==> config.mk <==
export PLATFORM = sky130hd
export DESIGN_NAME = sdram_refresh_arbiter
export DESIGN_NICKNAME = d
export VERILOG_FILES = /design/src/rtl/sdram_pkg.sv /design/src/rtl/sdram_refresh_timer.sv /design/src/rtl/sdram_refresh_arbiter.sv
export SDC_FILE = /design/constraint.sdc
export NUM_CORES = 1
export LEC_CHECK = 0
export ABC_AREA = 1
export CORE_ASPECT_RATIO = 1.2
export CORE_UTILIZATION = 42
export DETAILED_ROUTE_END_ITERATION = 12
export GPL_TIMING_DRIVEN = 1
export PLACE_DENSITY = 0.66
export SLEW_MARGIN = 20
export SYNTH_ARGS = -nofsm -noshare
export SYNTH_HDL_FRONTEND = slang
export SYNTH_SLANG_ARGS = --single-unit
==> constraint.sdc <==
create_clock -name clk -period 2.1 [get_ports clk]
set_input_delay 0.42 -clock clk [delete_from_list [all_inputs] [get_ports clk]]
set_output_delay 0.42 -clock clk [all_outputs]
set_load 0.005 [all_outputs]
==> src/rtl/sdram_pkg.sv <==
// sdram_pkg -- types and constants shared by the SDRAM controller blocks.
//   * arb_state_e : refresh/CPU arbiter FSM states
//   * debt_t      : owed-refresh counter type (DEBT_W bits, MAX_DEBT <= 15)
//   * DEF_*       : default refresh timing (100 MHz clock, 64 ms / 8192 rows)
//   * sdram_cmd_e : {cs_n, ras_n, cas_n, we_n} command encodings
package sdram_pkg;

    localparam int DEBT_W               = 4;
    localparam int DEF_REFRESH_INTERVAL = 780;
    localparam int DEF_MAX_DEBT         = 8;
    localparam int DEF_URGENT_DEBT      = 6;

    typedef logic [DEBT_W-1:0] debt_t;

    typedef enum logic [1:0] {
        ST_WAIT_INIT = 2'd0,
        ST_IDLE      = 2'd1,
        ST_CPU       = 2'd2,
        ST_REFRESH   = 2'd3
    } arb_state_e;

    typedef enum logic [3:0] {
        CMD_LOAD_MODE    = 4'b0000,
        CMD_AUTO_REFRESH = 4'b0001,
        CMD_PRECHARGE    = 4'b0010,
        CMD_ACTIVE       = 4'b0011,
        CMD_WRITE        = 4'b0100,
        CMD_READ         = 4'b0101,
        CMD_NOP          = 4'b0111,
        CMD_INHIBIT      = 4'b1111
    } sdram_cmd_e;

endpackage

==> src/rtl/sdram_refresh_timer.sv <==
// sdram_refresh_timer -- periodic refresh tick generator.
//   clk   : clock
//   rst_n : asynchronous active-low reset
//   run   : high once SDRAM init is complete; while low the counter is held
//           at its reload value so the first tick is a full interval away
//   tick  : one-cycle pulse every REFRESH_INTERVAL cycles while run is high
module sdram_refresh_timer
    import sdram_pkg::*;
#(
    parameter int REFRESH_INTERVAL = DEF_REFRESH_INTERVAL
) (
    input  logic clk,
    input  logic rst_n,
    input  logic run,
    output logic tick
);

    localparam int CNT_W = (REFRESH_INTERVAL > 1) ? $clog2(REFRESH_INTERVAL) : 1;
    localparam logic [CNT_W-1:0] RELOAD = CNT_W'(REFRESH_INTERVAL - 1);

    logic [CNT_W-1:0] cnt_q, cnt_d;

    always_comb begin
        tick  = run && (cnt_q == '0);
        cnt_d = cnt_q - 1'b1;
        if (!run || tick) begin
            cnt_d = RELOAD;
        end
    end

    always_ff @(posedge clk or negedge rst_n) begin
        if (!rst_n) begin
            cnt_q <= RELOAD;
        end else begin
            cnt_q <= cnt_d;
        end
    end

endmodule

==> src/rtl/sdram_refresh_arbiter.sv <==
// sdram_refresh_arbiter -- shares the SDRAM command bus between the CPU and
// the periodic AUTO REFRESH, tracking how many refreshes are owed.
//   clk, RESETn  : clock, asynchronous active-low reset
//   init_done    : SDRAM init sequence finished (level)
//   cpu_req      : CPU access pending (level)
//   cpu_done     : granted CPU access finished (pulse, ignored outside CPU)
//   ref_ack      : refresh issued and tRFC elapsed (pulse, ignored outside REFRESH)
//   cpu_grant    : CPU owns the command bus (registered)
//   ref_req      : command engine must issue AUTO REFRESH (registered)
//   ref_debt     : owed refreshes, saturating at MAX_DEBT
//   ref_urgent   : ref_debt >= URGENT_DEBT
//   ref_overrun  : sticky, a tick arrived with debt already at MAX_DEBT
module sdram_refresh_arbiter
    import sdram_pkg::*;
#(
    parameter int REFRESH_INTERVAL = DEF_REFRESH_INTERVAL,
    parameter int MAX_DEBT         = DEF_MAX_DEBT,
    parameter int URGENT_DEBT      = DEF_URGENT_DEBT
) (
    input  logic              clk,
    input  logic              RESETn,
    input  logic              init_done,
    input  logic              cpu_req,
    input  logic              cpu_done,
    input  logic              ref_ack,
    output logic              cpu_grant,
    output logic              ref_req,
    output logic [DEBT_W-1:0] ref_debt,
    output logic              ref_urgent,
    output logic              ref_overrun
);

    localparam debt_t MAX_D = DEBT_W'(MAX_DEBT);
    localparam debt_t URG_D = DEBT_W'(URGENT_DEBT);

    arb_state_e state_q, state_d;
    logic       cpu_grant_q, cpu_grant_d;
    logic       ref_req_q, ref_req_d;
    debt_t      debt_q, debt_d;
    logic       overrun_q, overrun_d;
    logic       tick;
    logic       ack_eff;

    sdram_refresh_timer #(
        .REFRESH_INTERVAL (REFRESH_INTERVAL)
    ) u_timer (
        .clk   (clk),
        .rst_n (RESETn),
        .run   (state_q != ST_WAIT_INIT),
        .tick  (tick)
    );

    // Debt bookkeeping. A tick and an ack in the same cycle cancel out; a
    // tick at saturation is lost and flagged as an overrun.
    always_comb begin
        ack_eff   = (state_q == ST_REFRESH) && ref_ack;
        debt_d    = debt_q;
        overrun_d = overrun_q;
        if (tick && (debt_q == MAX_D)) begin
            overrun_d = 1'b1;
        end
        if (tick && !ack_eff) begin
            if (debt_q != MAX_D) debt_d = debt_q + 1'b1;
        end else if (!tick && ack_eff) begin
            if (debt_q != '0) debt_d = debt_q - 1'b1;
        end
    end

    // Arbitration. Urgency is only looked at in IDLE, so a running CPU
    // access always completes before an urgent refresh takes the bus.
    always_comb begin
        state_d = state_q;
        unique case (state_q)
            ST_WAIT_INIT: if (init_done) state_d = ST_IDLE;
            ST_IDLE: begin
                if (debt_q >= URG_D)     state_d = ST_REFRESH;
                else if (cpu_req)        state_d = ST_CPU;
                else if (debt_q != '0)   state_d = ST_REFRESH;
            end
            ST_CPU:       if (cpu_done) state_d = ST_IDLE;
            ST_REFRESH:   if (ref_ack)  state_d = ST_IDLE;
            default:      state_d = ST_WAIT_INIT;
        endcase
        // Outputs are decoded from the next state so they are registered
        // alongside it; grant and refresh request are mutually exclusive.
        cpu_grant_d = (state_d == ST_CPU);
        ref_req_d   = (state_d == ST_REFRESH);
    end

    always_ff @(posedge clk or negedge RESETn) begin
        if (!RESETn) begin
            state_q     <= ST_WAIT_INIT;
            cpu_grant_q <= 1'b0;
            ref_req_q   <= 1'b0;
            debt_q      <= '0;
            overrun_q   <= 1'b0;
        end else begin
            state_q     <= state_d;
            cpu_grant_q <= cpu_grant_d;
            ref_req_q   <= ref_req_d;
            debt_q      <= debt_d;
            overrun_q   <= overrun_d;
        end
    end

    assign cpu_grant   = cpu_grant_q;
    assign ref_req     = ref_req_q;
    assign ref_debt    = debt_q;
    assign ref_urgent  = (debt_q >= URG_D);
    assign ref_overrun = overrun_q;

endmodule

==> impl_metrics.csv, run 1 <==
group,metric,value,unit
worst_setup_path,required,1.68,ns
placed_design,gpl.final_weighted_congestion,0.881,
synth,ys_ff_latch,19,
die,start_util,44.4,%
cells_and_area,postLayoutCoreUtil,53.5,%
sta,finalSetupViolCount,0,
cells_and_area,finalNetCount,156,
worst_setup_path,start_kind,"flip-flop",
worst_setup_path,cp.arrival,1.64,ns
worst_setup_path,critPathMaxFanout,5,
power_and_ir_drop,p_clk_share,10.1,%
cts,cts_hold_buf,0,
global_routing,antenna_found_initial,0,
synth,netlist_instances,126,
global_routing,grt_pass1_wl,3530,microns
route,route.final.wire_length,1940,microns
sta,max_slew_margin,80.3,%
outcome,outcome,"finished, final reports clean",
cts,clockBufferDepth,2,
cells_and_area,syn_to_final_growth,20.6,%
route,first_iter_violations,5,
sta,fin_crit,2.06,ns
die,die_w,49.2,microns
worst_setup_path,rr_worst_depth,14,
cts,clk_pin_slew,0.11,ns
cells_and_area,final_cell_mix,"nand2_1 (25), inv_1 (19), dfrtp_1 (13), clkdlybuf4s50_1 (13)",
cts,cts_tree,"done",
sta,post-route-period-util,98.2,%
cells_and_area,fillCellCount,233,
power_and_ir_drop,cellLeakagePower,0.631,nW
sta,setup_slack,0.0378,ns
worst_setup_path,cp-startpoint,"ref_debt[1]",
route,remaining_drc_errors,0,
route,drtAntennaViolNets,0,
power_and_ir_drop,p_sw_share,42.4,%
synth,synth-seq-area-share,43.0,%
placed_design,post-dp-hpwl,1550,microns
route,via_per_inst,4.79,
cts,cts-root-buf,"clkbuf_4",
synth,syn_nets,137,
sta,finalMaxSlewViolations,0,
power_and_ir_drop,combinationalPowerShare,50.0,%
hold_path,hp-class,"in -> async",
sta,hold_viol_final,0,
sta,worstMarginPinSlew,0.292,ns
global_routing,grt_max_degree,20,
route,firstDrtPassIters,4,
worst_setup_path,cp-end-kind,"output port",
cells_and_area,n_antenna_cell,0,
die,design.die.area,0.00288,sq mm
synth,yosysWarnings,0,
placed_design,io_buffers,13,
placed_design,place_area,0.00130,sq mm
power_and_ir_drop,power-per-cell-area,1310,mW/mm^2
sta,rsz0062_at_grt,"yes",
die,ios,14,
cells_and_area,final_common_cell,"nand2_1",
cts,htreeDepth,1,
synth,syn_area_per_cell,8.90,sq um
cts,cts_resized,0,
global_routing,grt_use_total,15.7,%
sta,skew,0.00879,ns
worst_setup_path,worstSetupPathType,"reg -> out",
power_and_ir_drop,p_sw,0.000753,W
power_and_ir_drop,intPower,0.00102,W
cells_and_area,postLayoutCellArea,0.00135,sq mm
route,wl_per_cell,11.0,microns
cts,clock-sinks,19,
cts,cts_buffers,3,
synth,syn_area,0.00112,sq mm
die,die_h,58.6,microns
cts,post-cts-setup-buffers,0,
cells_and_area,layout-drive-gt1-share,22.2,%
die,rows,20,
flow_run,maxCapViolations,0,
power_and_ir_drop,vdd_drop_max,0.679,mV
placed_design,pre_cts_slack,-0.00569,ns
synth,ys_types,26,
global_routing,grt_overflow,0,
route,vias,847,
global_routing,grt_pass1_vias,873,
power_and_ir_drop,pwr-share-seq,40.0,%
cts,clk_latency,0.29,ns
die,coreArea,0.00253,sq mm
sta,max_clock_freq,485,MHz
worst_setup_path,r2r-start,"u_timer.cnt_q[0]",
sequential cells by signal, indices dropped and copies added (netlist names):
register	count
cpu_grant	1
ref_debt	4
ref_overrun	1
ref_req	1
state_q	2
u_timer.cnt_q	10
worst paths after layout:
kind | slack (ns) | end
setup reg to reg | 0.13 | ref_debt[2]
hold / removal | 0.45 | u_timer.cnt_q[4]
hold reg to reg | 0.47 | u_timer.cnt_q[0]
setup / recovery | 0.04 | ref_urgent
min in group clk | 0.47 | u_timer.cnt_q[0]
max in group asynchronous | 1.38 | u_timer.cnt_q[0]
routing by layer:
metal | part of all wire, % | track usage (%) | vias up
met3 | 2.2 | 1.55 | 2
met5 | 0 | 0 | -
met2 | 54 | 30.9 | 10
met1 | 43 | 17.1 | 397
met4 | 0.98 | 6.30 | 0
li1 | - | - | 438
Yosys cell counts (all sizes together):
library cell / instances / area, sq um
dfstp: 5 / 131
nand4: 1 / 12.5
a21oi: 6 / 30.0
nand3: 12 / 108
nor3: 3 / 26.3
a21o: 1 / 7.51
a31o: 1 / 8.76
xnor2: 2 / 17.5
ha: 5 / 62.6
o31ai: 1 / 7.51
o21ai: 8 / 40.0
xor2: 3 / 26.3
inv: 22 / 82.6
nand2: 26 / 100
nor2: 14 / 91.3
nand3b: 2 / 18.8
dfrtp: 14 / 350
worst max-delay path, cell delays in order, from the launching register on:
cell	delay [ns]
dfrtp_1	0.47
inv_2	0.09
o21ai_0	0.25
clkdlybuf4s50_1	0.55
cell families (layout without fill, tap and decap cells):
family	Yosys count	after routing	share of synthesized area (%)
adder cells (fa/ha/maj)	5	5	5.58
AND/OR/NAND/NOR	58	58	31.8
AO/OA/AOI/OAI	17	17	8.37
XOR/XNOR	5	5	3.91
buffers and inverters	22	40	7.37
flip-flops	19	19	43.0
final cells by class:
class                   count  area [sq um]  share of cell area [%]
flip-flops and latches     19           483                    35.7
repair buffers             14           138                    10.2
inverters                  22          82.6                    6.11
clock inverters             1          5.00                   0.370
clock buffers               3          22.5                    1.67
multi-input cells          85           581                    42.9
well taps                  33          41.3                    3.05
per-stage QoR:
stage / total power, W / instances / hold WS [ns] / TNS, ns
6_report: 0.00177 / 177 / 0.453 / 0
5_1_grt: 0.00194 / 177 / 0.465 / -0.0510
4_1_cts: 0.00177 / 177 / 0.447 / 0
3_5_place_dp: 0.00158 / 173 / 0.447 / -0.00569
3_3_place_gp: 0.00156 / 173 / 0.447 / 0
2_1_floorplan: 0.00130 / 126 / 0.124 / 0
power groups by stage:
stage	clock (W)	sequential [W]	combinational (W)
6_report	0.000179	0.000709	0.000886
5_1_grt	0.000201	0.000734	0.00101
4_1_cts	0.000190	0.000705	0.000879
3_5_place_dp	0	0.000711	0.000873
3_3_place_gp	0	0.000705	0.000852
2_1_floorplan	0	0.000683	0.000616
Note: power is estimated with default switching activity, not from simulation.
==> run 2: changes to the inputs <==
- ABC_CLOCK_PERIOD_IN_PS: default -> 2100
- CORE_MARGIN: default -> 4
- SLEW_MARGIN: 20 -> 15
==> impl_metrics.csv, run 2 (synthesized netlist as in run 1, its figures left out) <==
group,metric,value,unit
outcome,outcome,"finished, final reports clean",
global_routing,grt_max_degree,20,
sta,max_clock_freq,507,MHz
cells_and_area,syn_to_final_growth,20.0,%
cts,cts_tree,"done",
power_and_ir_drop,power-per-cell-area,1350,mW/mm^2
cts,htreeDepth,1,
cells_and_area,fillCellCount,257,
sta,hold_viol_final,0,
worst_setup_path,required,2.31,ns
placed_design,post-dp-hpwl,1670,microns
sta,worstMarginPinSlew,0.305,ns
power_and_ir_drop,cellLeakagePower,0.623,nW
die,die_h,64.6,microns
worst_setup_path,cp-end-kind,"flip-flop",
worst_setup_path,rr_endpoint,"ref_debt[3]",
sta,rsz0062_at_grt,"no",
cells_and_area,n_antenna_cell,0,
worst_setup_path,cp_num_buf_inv,3,
cts,clk_pin_slew,0.11,ns
sta,fin_crit,1.97,ns
flow_run,maxCapViolations,0,
placed_design,pre_cts_slack,0.00139,ns
route,wl_per_cell,12.3,microns
global_routing,grt_use_total,14.9,%
worst_setup_path,cp-startpoint,"u_timer.cnt_q[1]",
sta,max_slew_margin,79.5,%
cells_and_area,layout-drive-gt1-share,22.2,%
worst_setup_path,r2r-start,"u_timer.cnt_q[1]",
cts,clockBufferDepth,2,
worst_setup_path,slowest_delay,0.39,ns
route,via_per_inst,4.88,
sta,skew,0.00208,ns
route,route.final.wire_length,2180,microns
power_and_ir_drop,vdd_drop_max,0.670,mV
placed_design,gpl.final_weighted_congestion,0.810,
worst_setup_path,cp_top_family,"simple AND/OR/NAND/NOR gates",
cts,post-cts-setup-buffers,0,
die,start_util,43.9,%
cells_and_area,regMostFlops,"u_timer.cnt_q",
sta,setup_slack,0.128,ns
cells_and_area,largest_register_ffs,10,
sta,fin_setup_tns,0,ns
placed_design,io_buffers,13,
sta,finalSetupViolCount,0,
worst_setup_path,rrSetupSlack,0.13,ns
cts,cts_hold_buf,0,
route,remaining_drc_errors,0,
sta,post-route-period-util,93.9,%
cts,cts_buffers,3,
cells_and_area,final_cell_mix,"nand2_1 (25), inv_1 (19), clkdlybuf4s50_1 (13)",
route,firstDrtPassIters,4,
route,vias,864,
worst_setup_path,cp.arrival,2.18,ns
global_routing,grt_pass1_wl,3820,microns
cts,cts-root-buf,"clkbuf_4",
cts,clk_latency,0.30,ns
global_routing,grt_pass1_vias,931,
global_routing,antenna_found_initial,0,
worst_setup_path,critPathMaxFanout,3,
cells_and_area,seq_area,484,sq um
die,design.die.area,0.00356,sq mm
worst_setup_path,rr_worst_depth,13,
die,die_w,55.2,microns
sta,holdWs,0.436,ns
die,rows,20,
cells_and_area,final_common_cell,"nand2_1",
global_routing,grt_overflow,0,
route,first_iter_violations,8,
die,ios,14,
worst_setup_path,cp_cell_sequence,"inv_1 > ha_1 > inv_1 > nor2_2 > nand3_4 > nor2_8 > nand3_4 > ha_4 > a31o_2 > inv_1 > nand3_1 > nand3_1 > nand2_1",
worst_setup_path,start_kind,"flip-flop",
worst_setup_path,worstSetupPathType,"reg -> reg",
route,drtAntennaViolNets,0,
cts,clock-sinks,19,
worst_setup_path,cp_slowest_cell,"dfstp_2",
die,coreArea,0.00255,sq mm
worst_setup_path,path_common_cell,"inv_1",
sta,finalMaxSlewViolations,0,
cells_and_area,finalNetCount,156,
cells_and_area,multi_input_area,573,sq um
hold_path,hp-class,"in -> async",
[run 2: worst max path at each step]
stage / cells after the start / end
3_5_place_dp: 10 / ref_debt[2]
3_3_place_gp: 9 / ref_debt[3]
5_1_grt: 14 / ref_debt[2]
4_1_cts: 3 / ref_urgent
2_1_floorplan: 13 / ref_debt[3]
6_report: 13 / ref_debt[3]
[run 2: final cells by class]
type / count / area share, %
clock buffers: 4 / 1.95
inverters: 22 / 6.14
multi-input cells: 85 / 42.6
flip-flops and latches: 19 / 36.0
well taps: 33 / 3.07
repair buffers: 14 / 10.2
[run 2: worst register-to-register path, delay by kind of cell (launching register included)]
kind | cells | cell delay (ns)
AOI/OAI and AO/OA | 1 | 0.23
and+or+nand+nor | 7 | 0.67
buffers and inverters | 3 | 0.19
adders and majority gates | 2 | 0.39
DFF | 1 | 0.39
[run 2: repair_timing]
item,4_1_cts,5_1_grt
hold endpoints to repair,0,0
endpoints found under the setup margin,0,4
gates resized for setup,0,7
[run 2: metal layers]
layer | vias up | part of all wire, % | track usage [%] | wire (microns)
li1 | 439 | - | - | -
met1 | 411 | 41 | 16.1 | 897
met2 | 9 | 55 | 26.5 | 1210
met3 | 5 | 1.6 | 2.76 | 35
met4 | 0 | 2.0 | 6.99 | 44
met5 | - | 0 | 0 | 0
[run 2: where the power goes]
group          internal (W)  switching [W]
logic              0.000405       0.000505
registers          0.000552       0.000164
clock network     0.0000741       0.000119
total               0.00103       0.000788
[run 2: per-stage QoR]
stage | power (W) | utilization [%] | area (sq um) | cells
floorplan | 0.00130 | - | 1120 | 126
global placement | 0.00156 | 50.9 | 1300 | 173
detailed placement | 0.00160 | 50.9 | 1300 | 173
CTS | 0.00180 | 52.0 | 1330 | 177
global route | 0.00199 | 52.7 | 1350 | 177
finish | 0.00182 | 52.7 | 1350 | 177
==> run 3: changes to the inputs <==
- TNS_END_PERCENT: default -> 50
==> impl_metrics.csv, run 3 (synthesized netlist as in run 1, its figures left out) <==
group,metric,value,unit
global_routing,grt_pass1_wl,3820,microns
global_routing,antenna_found_initial,0,
worst_setup_path,rrSetupSlack,0.09,ns
sta,setup_slack,0.0860,ns
die,design.die.area,0.00356,sq mm
placed_design,gpl.final_weighted_congestion,0.810,
worst_setup_path,required,1.68,ns
route,vias,867,
cells_and_area,syn_to_final_growth,19.4,%
route,wl_per_cell,12.3,microns
die,die_h,64.6,microns
worst_setup_path,r2r-start,"u_timer.cnt_q[0]",
cells_and_area,final_common_cell,"nand2_1",
power_and_ir_drop,combinationalPowerShare,49.9,%
power_and_ir_drop,vdd_drop_max,0.664,mV
cells_and_area,fillCellCount,255,
cts,cts_hold_buf,0,
global_routing,grt_use_total,14.9,%
cells_and_area,largest_register_ffs,10,
placed_design,post-dp-hpwl,1670,microns
route,first_iter_violations,10,
die,die_w,55.2,microns
cells_and_area,layout-drive-gt1-share,20.1,%
global_routing,grt_max_degree,20,
sta,post-route-period-util,95.9,%
cells_and_area,final_cell_mix,"nand2_1 (25), inv_1 (19), dfrtp_1 (14)",
route,route.final.wire_length,2180,microns
cts,htreeDepth,1,
placed_design,pre_cts_slack,0.00139,ns
cells_and_area,stdcell_count,177,
die,coreArea,0.00255,sq mm
worst_setup_path,cp.arrival,1.59,ns
worst_setup_path,critPathMaxFanout,6,
power_and_ir_drop,intPower,0.00102,W
sta,fin_crit,2.01,ns
worst_setup_path,rr_endpoint,"ref_debt[2]",
die,start_util,43.9,%
sta,skew,0.00104,ns
sta,max_clock_freq,497,MHz
cts,post-cts-setup-buffers,0,
cts,clockBufferDepth,2,
sta,max_slew_margin,79.5,%
cts,cts_resized,0,
worst_setup_path,start_kind,"flip-flop",
sta,hold_viol_final,0,
worst_setup_path,worstSetupPathType,"reg -> out",
flow_run,maxCapViolations,0,
placed_design,dp_cells,173,
power_and_ir_drop,p_sw_share,43.3,%
power_and_ir_drop,pwr-share-seq,39.4,%
cells_and_area,n_antenna_cell,0,
cts,cts_buffers,3,
cts,cts-root-buf,"clkbuf_4",
power_and_ir_drop,cellLeakagePower,0.625,nW
die,ios,14,
route,drtAntennaViolNets,0,
sta,finalSetupViolCount,0,
sta,rsz0062_at_grt,"yes",
sta,finalMaxSlewViolations,0,
power_and_ir_drop,power-per-cell-area,1350,mW/mm^2
global_routing,grt_overflow,0,
die,rows,20,
power_and_ir_drop,p_sw,0.000781,W
cells_and_area,finalNetCount,156,
route,via_per_inst,4.90,
cts,clk_pin_slew,0.11,ns
hold_path,hp-class,"in -> async",
placed_design,io_buffers,13,
cts,cts_tree,"done",
worst_setup_path,cp-end-kind,"output port",
cells_and_area,regMostFlops,"u_timer.cnt_q",
route,remaining_drc_errors,0,
sta,worstMarginPinSlew,0.304,ns
cts,clk_latency,0.30,ns
outcome,outcome,"finished, final reports clean",
route,firstDrtPassIters,4,
worst_setup_path,rr_worst_depth,14,
power_and_ir_drop,p_clk_share,10.7,%
global_routing,grt_pass1_vias,931,
cts,clock-sinks,19,
sta,holdWs,0.438,ns
## run 3: changes by cell type in the layout (fill, tap and decap cells not counted)
cell / delta
dfrtp_1: +2
dfrtp_2: -2
a21oi_1: +1
a21oi_2: -1
o21ai_0: +1
o21ai_1: -1
## run 3: worst max path at each step
stage | start | end | slack (ns) | cells past startpoint
detailed placement | ref_ack | ref_debt[2] | 0.001 | 10
CTS | ref_debt[1] | ref_urgent | 0.02 | 3
finish | ref_debt[2] | ref_urgent | 0.09 | 3
global route | u_timer.cnt_q[0] | ref_debt[2] | -0.04 | 14
global placement | ref_ack | ref_debt[3] | 0.03 | 9
floorplan | u_timer.cnt_q[0] | ref_debt[3] | 0.17 | 13
## run 3: area by class of cell
class / instances / area [sq um] / share of cell area, %
multi-input combinational: 85 / 569 / 42.5
inverter: 22 / 82.6 / 6.17
timing repair buffer: 14 / 138 / 10.3
tap: 33 / 41.3 / 3.08
sequential: 19 / 482 / 36.0
clock buffer: 4 / 26.3 / 1.96
## run 3: critical path, cell delays in order, from the launching register on
cell             delay (ns)
dfrtp_1                0.52
inv_1                  0.07
o21ai_1                0.17
clkdlybuf4s50_1        0.53
## run 3: layer usage
metal / track usage (%) / part of all wire, % / vias up / wire length [microns]
met5: 0 / 0 / - / 0
met4: 6.99 / 2.0 / 0 / 44
met3: 2.76 / 1.6 / 5 / 34
met2: 26.5 / 55 / 9 / 1210
met1: 16.1 / 41 / 414 / 895
li1: - / - / 439 / -
## run 3: metrics by stage
step / TNS, ns / total power, W / cell area, sq um / utilization [%]
2_1_floorplan: 0 / 0.00130 / 1120 / -
3_3_place_gp: 0 / 0.00156 / 1300 / 50.9
3_5_place_dp: 0 / 0.00160 / 1300 / 50.9
4_1_cts: 0 / 0.00180 / 1330 / 52.0
5_1_grt: -0.0566 / 0.00197 / 1340 / 52.5
6_report: 0 / 0.00180 / 1340 / 52.5
## run 3: power groups by stage
| stage | clock (W) | sequential [W] | combinational, W |
|---|---|---|---|
| CTS | 0.000201 | 0.000704 | 0.000894 |
| finish | 0.000193 | 0.000710 | 0.000898 |
| global placement | 0 | 0.000705 | 0.000854 |
| floorplan | 0 | 0.000683 | 0.000616 |
| detailed placement | 0 | 0.000707 | 0.000891 |
| global route | 0.000223 | 0.000735 | 0.00102 |
==> RTL edit, RTL diff (config.mk and constraints of run 1) <==
Change the package constant `DEF_MAX_DEBT` from 8 to 4.
--- a/src/rtl/sdram_pkg.sv
+++ b/src/rtl/sdram_pkg.sv
@@ -7,7 +7,7 @@
 
     localparam int DEBT_W               = 4;
     localparam int DEF_REFRESH_INTERVAL = 780;
-    localparam int DEF_MAX_DEBT         = 8;
+    localparam int DEF_MAX_DEBT         = 4;
     localparam int DEF_URGENT_DEBT      = 6;
 
     typedef logic [DEBT_W-1:0] debt_t;
Function: no difference found for any inputs over 10 cycles, from zero or initial values and one cycle with RESETn low; that may be too few to reach the edited logic, so the function may still have changed.
==> RTL edit against run 1 <==
- power grew 1.7%
- critical path depth grew 10
- maximum frequency grew 3.2%
- sequential cell count is the same
- routed wire length grew 2.5%
- register-to-register slack lost 30 ps
- design area shrank 0.56%
- sequential share of layout area grew 0.29 points
- first-iteration DRC count grew 140%
- clock skew grew 4.2 ps
- synthesized area shrank 7.0%
- setup slack gained 64 ps
==> RTL edit: results (changes against run 1) <==
Run status
  • Outcome: completed

Clock tree
  • CTS Buffer Depth: 2 (unchanged)
  • Root buffer cell: clkbuf_4
  • TritonCTS sink count: 19 (unchanged)

Finish
  • Multi-input gates: 84 (-1.2%)
  • Inverters: 21 (-4.5%)
  • Layout cells sized above 1: 28.08% (+5.9 points)
  • Nets: 158 (+1.3%)
  • Seq. cell area: 484.2 µm² (+0.26%)
  • Ant diodes: 0 (unchanged)
  • Fin cells: 177 (unchanged)
  • Non-clock buffers: 18 (+4)
  • Design Area, Final: 1345 µm² (-0.56%)
  • Data buffer area share: 12.47% (+2.3 points)
  • Multi-input gate share of total cell area: 40.74% (-2.2 points)
  • Most flops, register: u_timer.cnt_q
  • # fillers: 237 (+1.7%)
  • Clock-cell share: 2.047% (+0.011 points)

Drt
  • Wirelength per Cell: 11.25 µm (+2.5%)
  • Drt initial violations: 12 (+7)
  • Met2 WL: 1.058 mm (+1.3%)
  • Met1 WL: 864 µm (+3.5%)
  • Via density: 4.842 (+1.2%)
  • DR WL met3: 53 µm (+26%)

Global route
  • GR Layer Usage met3: 2.894% (+1.3 points)
  • GR met2 Demand/Resource: 27.40% (-3.5 points)
  • Number of global-route vias before repair: 792 (-9.3%)
  • Largest net degree at the start of global routing: 20 (unchanged)
  • Total GRT Usage: 16.36% (+0.62 points)
  • First-pass GRT wire length: 3.146 mm (-11%)
  • M1 GR Usage: 19.26% (+2.2 points)
  • Initial antenna violation count: 0 (unchanged)

Power
  • Maximum VDD drop: 0.9209 mV (+36%)
  • Leakage power: 0.6121 nW (-3.0%)
  • Int Power: 0.001058 W (+3.6%)

Yosys
  • Post-Syn Nets: 135 (-1.5%)
  • Top_reg_cell synth: dfrtp_1
  • Sequential share of the synthesized area: 46.22% (+3.2 points)
  • Top post-synthesis cells by count: nand2_1 (25), inv_1 (17), dfrtp_1 (14)
  • Mean Syn Cell Area: 8.405 µm² (-5.5%)
  • Synth top area share: 33.61% (+2.4 points)
  • Area contributors post-synth: dfrtp_1 (34%), dfstp_2 (13%), nand2_1 (9.0%)
  • Synth warn: 0 (unchanged)
  • Netlist cell types: 23 (-12%)

Placed design
  • Cells after DPL: 169 (-2.3%)
  • DPL Wire Length: 1.480 mm (-4.6%)
  • Placed cell areas: 1219 µm² (-6.3%)
  • Pre-CTS setup slack: 3.973 ps (+9.665 ps)
  • GPL Wtd Cong: 0.7509 (-15%)

Timing
  • Rel. slew slack: 71.07% (-9.2 points)
  • Skew final: 12.99 ps (+4.198 ps)

Worst hold path
  • Min-Delay Path Class: in2async

Worst setup path
  • CP max stage delay: 390 ps (-160 ps)
  • CP Max Fanout: 3 (-2)
  • Slowest cell on the critical path: dfstp_2
  • CP top delay family: simple AND/OR/NAND/NOR gates
==> RTL edit: cell count changes after synthesis, moves of 2 or more <==
cell	delta
inv_1	-3
inv_2	+2
nand3_1	+3
nand3_4	-3
nor3_1	-2
nor4_1	+2
o21ai_0	-8
o21ai_1	+8
==> RTL edit: kinds of logic (layout without fill, tap and decap cells) <==
group	Yosys count	after routing	share of synthesized area (%)
AO/OA/AOI/OAI	18	18	9.725
flip-flops	19	19	46.22
AND/OR/NAND/NOR	56	56	26.29
buffers and inverters	21	43	7.562
adder cells (fa/ha/maj)	5	5	6.002
XOR/XNOR	5	5	4.202
==> RTL edit: power by group through the flow <==
stage	Clock, W	Sequential (W)	Combinational (W)
2_1_floorplan	0	0.000662	0.000537
3_3_place_gp	0	0.000685	0.000762
3_5_place_dp	0	0.000687	0.000782
4_1_cts	0.000193	0.000681	0.000787
5_1_grt	0.000209	0.000726	0.00103
6_report	0.000183	0.000697	0.000925
==> RTL edit: final timing paths <==
path                                            startpoint                         end  slack, ps  cells after the start
min in group clk                   ref_overrun$_DFFE_PN0P_     ref_overrun$_DFFE_PN0P_        480                      1
worst max register to register  u_timer.cnt_q[1]$_DFF_PN1_     ref_debt[3]$_DFFE_PN0P_        100                     13
worst min register to register     ref_overrun$_DFFE_PN0P_     ref_overrun$_DFFE_PN0P_        480                      1
worst max-delay path            u_timer.cnt_q[1]$_DFF_PN1_     ref_debt[3]$_DFFE_PN0P_        100                     13
worst min-delay path                                RESETn  u_timer.cnt_q[4]$_DFF_PN0_        440                      2
max in group asynchronous                           RESETn  u_timer.cnt_q[9]$_DFF_PN1_       1390                      2
==> RTL edit: repair_timing <==
item,in CTS,in global routing
setup buffers,0,4
resized for setup,0,18
endpoints found under the setup margin,0,4
